==> src/rtl/palette_loader_pkg.sv <==
// Shared palette definitions: loader state encoding and the default
// palette geometry used by both the loader and the lookup block.
package palette_pkg;

    localparam int DATA_WIDTH    = 10;
    localparam int RBG_SIZE      = 24;
    localparam int MAX_ITERATION = 50;

    typedef enum logic [1:0] {
        IDLE,
        LOAD,
        DRAIN,
        PEND
    } palette_state_t;

endpackage

==> src/rtl/palette_loader_if.sv <==
// Colour-word stream from the host into the palette loader.
// Ports: s_valid/s_data/s_last (host -> loader), s_ready (loader -> host).
interface palette_loader_if #(
    parameter int RBG_SIZE = palette_pkg::RBG_SIZE
);
    logic                s_valid;
    logic                s_ready;
    logic [RBG_SIZE-1:0] s_data;
    logic                s_last;

    modport master (
        output s_valid,
        output s_data,
        output s_last,
        input  s_ready
    );

    modport slave (
        input  s_valid,
        input  s_data,
        input  s_last,
        output s_ready
    );
endinterface

==> src/rtl/palette_loader.sv <==
// Writes a streamed palette into the shadow bank of a double-buffered
// palette memory and swaps banks on a frame boundary.
// Ports: clk, rst_n (async, active-low), start, s (stream slave),
//   frame_sync, wr_en/wr_addr/wr_data/wr_bank (memory write side),
//   active_bank, busy, done, err_short, err_long.
// Build option: PALETTE_DOUBLE_BUFFER_EN selects two banks with a
//   frame-synchronous swap; without it a single bank is written in place.
module palette_loader #(
    parameter int DATA_WIDTH    = palette_pkg::DATA_WIDTH,
    parameter int RBG_SIZE      = palette_pkg::RBG_SIZE,
    parameter int MAX_ITERATION = palette_pkg::MAX_ITERATION
) (
    input  logic                  clk,
    input  logic                  rst_n,
    input  logic                  start,
    palette_loader_if.slave       s,
    input  logic                  frame_sync,
    output logic                  wr_en,
    output logic [DATA_WIDTH-1:0] wr_addr,
    output logic [RBG_SIZE-1:0]   wr_data,
    output logic                  wr_bank,
    output logic                  active_bank,
    output logic                  busy,
    output logic                  done,
    output logic                  err_short,
    output logic                  err_long
);
    import palette_pkg::*;

    localparam logic [DATA_WIDTH-1:0] LAST_ADDR =
        DATA_WIDTH'(MAX_ITERATION - 1);

    palette_state_t        state, state_n;
    logic [DATA_WIDTH-1:0] cnt, cnt_n;
    logic                  xfer;
    logic                  at_end;
    logic                  ready_n;
    logic                  wr_en_n;
    logic                  done_n;
    logic                  err_short_n;
    logic                  err_long_n;

`ifdef PALETTE_DOUBLE_BUFFER_EN
    logic bank;
    logic swap;
`else
    logic frame_sync_unused;
    assign frame_sync_unused = frame_sync;
`endif

    assign xfer   = s.s_valid && s.s_ready;
    assign at_end = (cnt == LAST_ADDR);
    assign busy   = (state != IDLE);

    always_comb begin
        state_n     = state;
        cnt_n       = cnt;
        wr_en_n     = 1'b0;
        done_n      = 1'b0;
        err_short_n = 1'b0;
        err_long_n  = 1'b0;
`ifdef PALETTE_DOUBLE_BUFFER_EN
        swap        = 1'b0;
`endif
        unique case (state)
            IDLE: begin
                if (start) begin
                    cnt_n   = '0;
                    state_n = LOAD;
                end
            end
            LOAD: begin
                if (xfer) begin
                    wr_en_n = 1'b1;
                    cnt_n   = cnt + 1'b1;
                    if (s.s_last && at_end) begin
`ifdef PALETTE_DOUBLE_BUFFER_EN
                        state_n = PEND;
`else
                        done_n  = 1'b1;
                        state_n = IDLE;
`endif
                    end else if (s.s_last) begin
                        err_short_n = 1'b1;
                        state_n     = IDLE;
                    end else if (at_end) begin
                        // Final slot is still written; the excess is dropped.
                        err_long_n = 1'b1;
                        state_n    = DRAIN;
                    end
                end
            end
            DRAIN: begin
                if (xfer && s.s_last) begin
                    state_n = IDLE;
                end
            end
            PEND: begin
`ifdef PALETTE_DOUBLE_BUFFER_EN
                if (frame_sync) begin
                    swap    = 1'b1;
                    done_n  = 1'b1;
                    state_n = IDLE;
                end
`else
                state_n = IDLE;
`endif
            end
            default: state_n = IDLE;
        endcase
        ready_n = (state_n == LOAD) || (state_n == DRAIN);
    end

    always_ff @(posedge clk or negedge rst_n) begin
        if (!rst_n) begin
            state     <= IDLE;
            cnt       <= '0;
            s.s_ready <= 1'b0;
            wr_en     <= 1'b0;
            wr_addr   <= '0;
            wr_data   <= '0;
            done      <= 1'b0;
            err_short <= 1'b0;
            err_long  <= 1'b0;
        end else begin
            state     <= state_n;
            cnt       <= cnt_n;
            s.s_ready <= ready_n;
            wr_en     <= wr_en_n;
            done      <= done_n;
            err_short <= err_short_n;
            err_long  <= err_long_n;
            if (wr_en_n) begin
                wr_addr <= cnt;
                wr_data <= s.s_data;
            end
        end
    end

`ifdef PALETTE_DOUBLE_BUFFER_EN
    always_ff @(posedge clk or negedge rst_n) begin
        if (!rst_n) begin
            bank <= 1'b0;
        end else if (swap) begin
            bank <= ~bank;
        end
    end

    assign active_bank = bank;
    assign wr_bank     = ~bank;
`else
    assign active_bank = 1'b0;
    assign wr_bank     = 1'b0;
`endif

endmodule

==> src/flat_wrapper.sv <==
// flat-port wrapper written by rule: the top's interface ports become plain ports
module palette_loader_flat import palette_pkg::*;
#(
    parameter int DATA_WIDTH    = palette_pkg::DATA_WIDTH,
    parameter int RBG_SIZE      = palette_pkg::RBG_SIZE,
    parameter int MAX_ITERATION = palette_pkg::MAX_ITERATION
)
  (clk, rst_n, start, frame_sync, wr_en, wr_addr, wr_data, wr_bank, active_bank, busy, done, err_short, err_long, s_s_valid, s_s_data, s_s_last, s_s_ready);
  palette_loader_if #(.RBG_SIZE(RBG_SIZE)) s_i ();
  input  logic clk;
  input  logic rst_n;
  input  logic start;
  input  logic frame_sync;
  output logic wr_en;
  output logic [DATA_WIDTH-1:0] wr_addr;
  output logic [RBG_SIZE-1:0] wr_data;
  output logic wr_bank;
  output logic active_bank;
  output logic busy;
  output logic done;
  output logic err_short;
  output logic err_long;
  input wire logic [$bits(s_i.s_valid)-1:0] s_s_valid;
  input wire logic [$bits(s_i.s_data)-1:0] s_s_data;
  input wire logic [$bits(s_i.s_last)-1:0] s_s_last;
  output wire logic [$bits(s_i.s_ready)-1:0] s_s_ready;
  assign s_i.s_valid = s_s_valid;
  assign s_i.s_data = s_s_data;
  assign s_i.s_last = s_s_last;
  assign s_s_ready = s_i.s_ready;
  palette_loader #(.DATA_WIDTH(DATA_WIDTH), .RBG_SIZE(RBG_SIZE), .MAX_ITERATION(MAX_ITERATION)) u_core (.clk(clk), .rst_n(rst_n), .start(start), .s(s_i), .frame_sync(frame_sync), .wr_en(wr_en), .wr_addr(wr_addr), .wr_data(wr_data), .wr_bank(wr_bank), .active_bank(active_bank), .busy(busy), .done(done), .err_short(err_short), .err_long(err_long));
endmodule
==> config.mk <==
export PLATFORM = sky130hd
export DESIGN_NAME = palette_loader_flat
export DESIGN_NICKNAME = d
export VERILOG_FILES = /design/src/rtl/palette_loader_pkg.sv /design/src/rtl/palette_loader_if.sv /design/src/rtl/palette_loader.sv /design/src/flat_wrapper.sv
export SDC_FILE = /design/constraint.sdc
export NUM_CORES = 1
export LEC_CHECK = 0
export CAP_MARGIN = 30
export CORE_ASPECT_RATIO = 1.1
export CORE_MARGIN = 8
export CORE_UTILIZATION = 40
export CTS_CLUSTER_DIAMETER = 80
export DETAILED_ROUTE_END_ITERATION = 12
export GPL_TIMING_DRIVEN = 0
export PLACE_DENSITY = 0.84
export SETUP_SLACK_MARGIN = 0.4
export SKIP_LAST_GASP = 1
export SLEW_MARGIN = 20
export SYNTH_ARGS = -nofsm -noshare
export SYNTH_HDL_FRONTEND = slang
export SYNTH_SLANG_ARGS = --single-unit
==> constraint.sdc <==
create_clock -name clk -period 1.6 [get_ports clk]
set_clock_uncertainty 0.15 [all_clocks]
set_input_delay 0.48 -clock clk [delete_from_list [all_inputs] [get_ports clk]]
set_output_delay 0.48 -clock clk [all_outputs]
set_load 0.005 [all_outputs]
==> results.toml <==
[floorplan]
die_w_um = 85.4
start_util_pct = 41.8
num_rows = 27
dieHeight_um = 92.3
die-area_um2 = 7880
ios = 72
core_um2 = 5070

[drt]
antenna_left = 0
dr.pass1.iters = 4
drt_iter0_markers = 116
drc_errors = 0
wirelength_um = 8360
detail_route.vias_per_cell = 5.29
vias = 2271
routedWlPerCell_um = 19.5

[sta]
maxSlewViolCount = 0
postLayoutSetupSlackWorst_ns = -0.187
post-route-period-util_pct = 112
clock.fmax_mhz = 560
worst_pin_slew_ns = 0.638
fin_crit_ns = 1.79
rsz0062_at_grt = "yes"
setup_viol = 46
relSlewSlack_pct = 57.5
finalHoldViolations = 0

[worst_setup_path]
crit_fanout = 6
cp.arrival_ns = 1.86
crit_path_end_kind = "register"
cp-startpoint = "u_core.state[1]$_DFF_PN0_"
cp_data_required_time_ns = 1.68
start_kind = "register"
reg2reg_from = "u_core.state[1]$_DFF_PN0_"
path_class = "reg -> reg"

[cts]
holdBufCountCts = 0
cts_tree = "built"
clock_sinks = 51
htreeDepth = 2
clk_pin_slew_worst_paths_ns = 0.09
cts_buffers = 5
clkLatencyLatePin_ns = 0.31
clock_path_buffers = 2
clk_root_buffer_cell = "clkbuf_8"

[global_routing]
grt_max_degree = 52
first_global_vias = 2357
antenna_found_initial = 0
grt_overflow = 0
grt_pass1_wl_um = 11500
track_usage_pct = 18.3

[layout]
drive_gt1_share_pct = 62.3
fillers = 283
multiInputGateArea_um2 = 1230
layout.nets = 403
seqCellArea_um2 = 1280
utilization_pct = 80.2
num_antenna_cells = 0
final_cell_mix = "nand2_2, buf_4, dfrtp_1"
final_common_cell = "nand2_2"
syn_to_final_growth_pct = 92.0

[outcome]
outcome = "finished, violations left"
violations = "negative setup slack"

[power]
p_leak_nw = 2.10
power_density_nw_per_um2 = 1510
ir_worst_vdd_v = 0.00105
p_total_mw = 6.15

[placed_design]
routabilityCongestion = 0.878
hpwlAfterDp_um = 3840
placement.io_buffers = 68

[synthesis]
synth_cell_types = 30
yosysWarnings = 0
syn_avg_cell_area_um2 = 9.24
synth_area_um2 = 2120
syn_inst = 229
synth-seq-cells = 51
synth_seq_area_share_pct = 60.3

[run]
cap_violations = 0

[min_path]
hp-class = "in -> async"
final cells by class:
cell class,count,area share [%]
flip-flops and latches,51,31.5
multi-input cells,161,30.2
repair buffers,133,28.5
plain buffers,12,4.31
clock buffers,6,1.79
well taps,58,1.79
inverters,6,0.862
clock inverters,1,0.739
repair inverters,1,0.277
where the power goes:
part | switching (mW) | internal [mW] | leakage [nW] | total, mW
Combinational | 1.52 | 1.82 | 1.39 | 3.34
Sequential | 0.253 | 1.66 | 0.657 | 1.92
Clock | 0.431 | 0.459 | 0.0513 | 0.890
synthesized netlist by cell type:
master	n	area share, %
or3_1	2	0.59
mux2i_1	4	1.9
ha_1	2	1.2
inv_1	5	0.89
nor2_1	1	0.18
nor3b_1	1	0.35
dfrtp_1	51	60
nand4b_1	1	0.41
clkbuf_1	4	0.71
nor3_1	3	0.71
o31ai_1	3	1.1
clkinv_1	1	0.18
buf_4	2	0.71
or3b_2	1	0.41
buf_2	6	1.4
o21ai_0	6	1.4
o311ai_0	1	0.41
and3_1	1	0.30
nor4_1	2	0.59
nand3_1	8	1.9
nand4bb_1	1	0.53
o41ai_1	2	0.83
nand2b_1	2	0.59
or4_1	2	0.71
conb_1	1	0.18
a21oi_1	4	0.95
nand2_1	107	19
nand4_1	3	0.89
nor2b_1	1	0.30
a41o_1	1	0.47
path summary, 6_finish.rpt:
| path | to | slack, ns | cells after the start |
|---|---|---|---|
| max in group asynchronous | u_core.cnt[1]$_DFFE_PN0P_ | 0.79 | 1 |
| min in group clk | u_core.wr_addr[5]$_DFFE_PN0P_ | 0.34 | 2 |
| worst min-delay path | u_core.wr_data[6]$_DFFE_PN0P_ | 0.03 | 1 |
| worst max register to register | u_core.cnt[3]$_DFFE_PN0P_ | -0.19 | 6 |
| worst min register to register | u_core.wr_addr[5]$_DFFE_PN0P_ | 0.34 | 2 |
| worst max-delay path | u_core.cnt[3]$_DFFE_PN0P_ | -0.19 | 6 |
state kept, by name, indices dropped and copies added, names as in the netlist:
register          cells
u_core.wr_data       24
u_core.cnt           10
u_core.wr_addr       10
u_core.state          2
u_core.done           1
u_core.err_long       1
u_core.err_short      1
u_core.s.s_ready      1
u_core.wr_en          1
timing repair:
| action | CTS | global route |
|---|---|---|
| endpoints found under the hold margin | 0 | 0 |
| resized for setup | 257 | 87 |
| setup endpoints to repair | 91 | 91 |
| pin swaps | 68 | 44 |
| cloned | 8 | 3 |
| setup buffers | 28 | 27 |
critical path, stage by stage, from the launching register on:
cell	delay, ns
dfrtp_1	0.40
buf_6	0.12
nand4b_1	0.21
buf_4	0.19
buf_8	0.14
or3_1	0.35
a21oi_2	0.15
cells by family after synthesis:
family,Yosys count,share of synthesized area (%)
mux,4,1.89
simple gates,136,27.4
compound gates,17,5.14
other cells,1,0.177
buf+inv,18,3.90
fa+ha+maj,2,1.18
flops,51,60.3
metrics by stage:
stage                     hold WS (ns)  cell area [um^2]  TNS [ns]  setup slack, ns  std cells
after global routing            0.0872              4070     -7.37           -0.243        429
after global placement           0.306              2930   -102.25            -1.60        356
final                           0.0344              4070     -4.35           -0.187        429
after detailed placement         0.311              2920    -22.17           -0.546        356
after floorplan                 0.0344              2170         0           0.0592        230
after CTS                       0.0665              3540     -1.86           -0.140        399
layer usage:
| layer | global-route usage, % | wire length (um) |
|---|---|---|
| met5 | 0 | 0 |
| met1 | 18.8 | 3040 |
| met2 | 33.1 | 4480 |
| met3 | 6.10 | 657 |
| met4 | 8.04 | 177 |
Power figures use the tool's default switching activity.
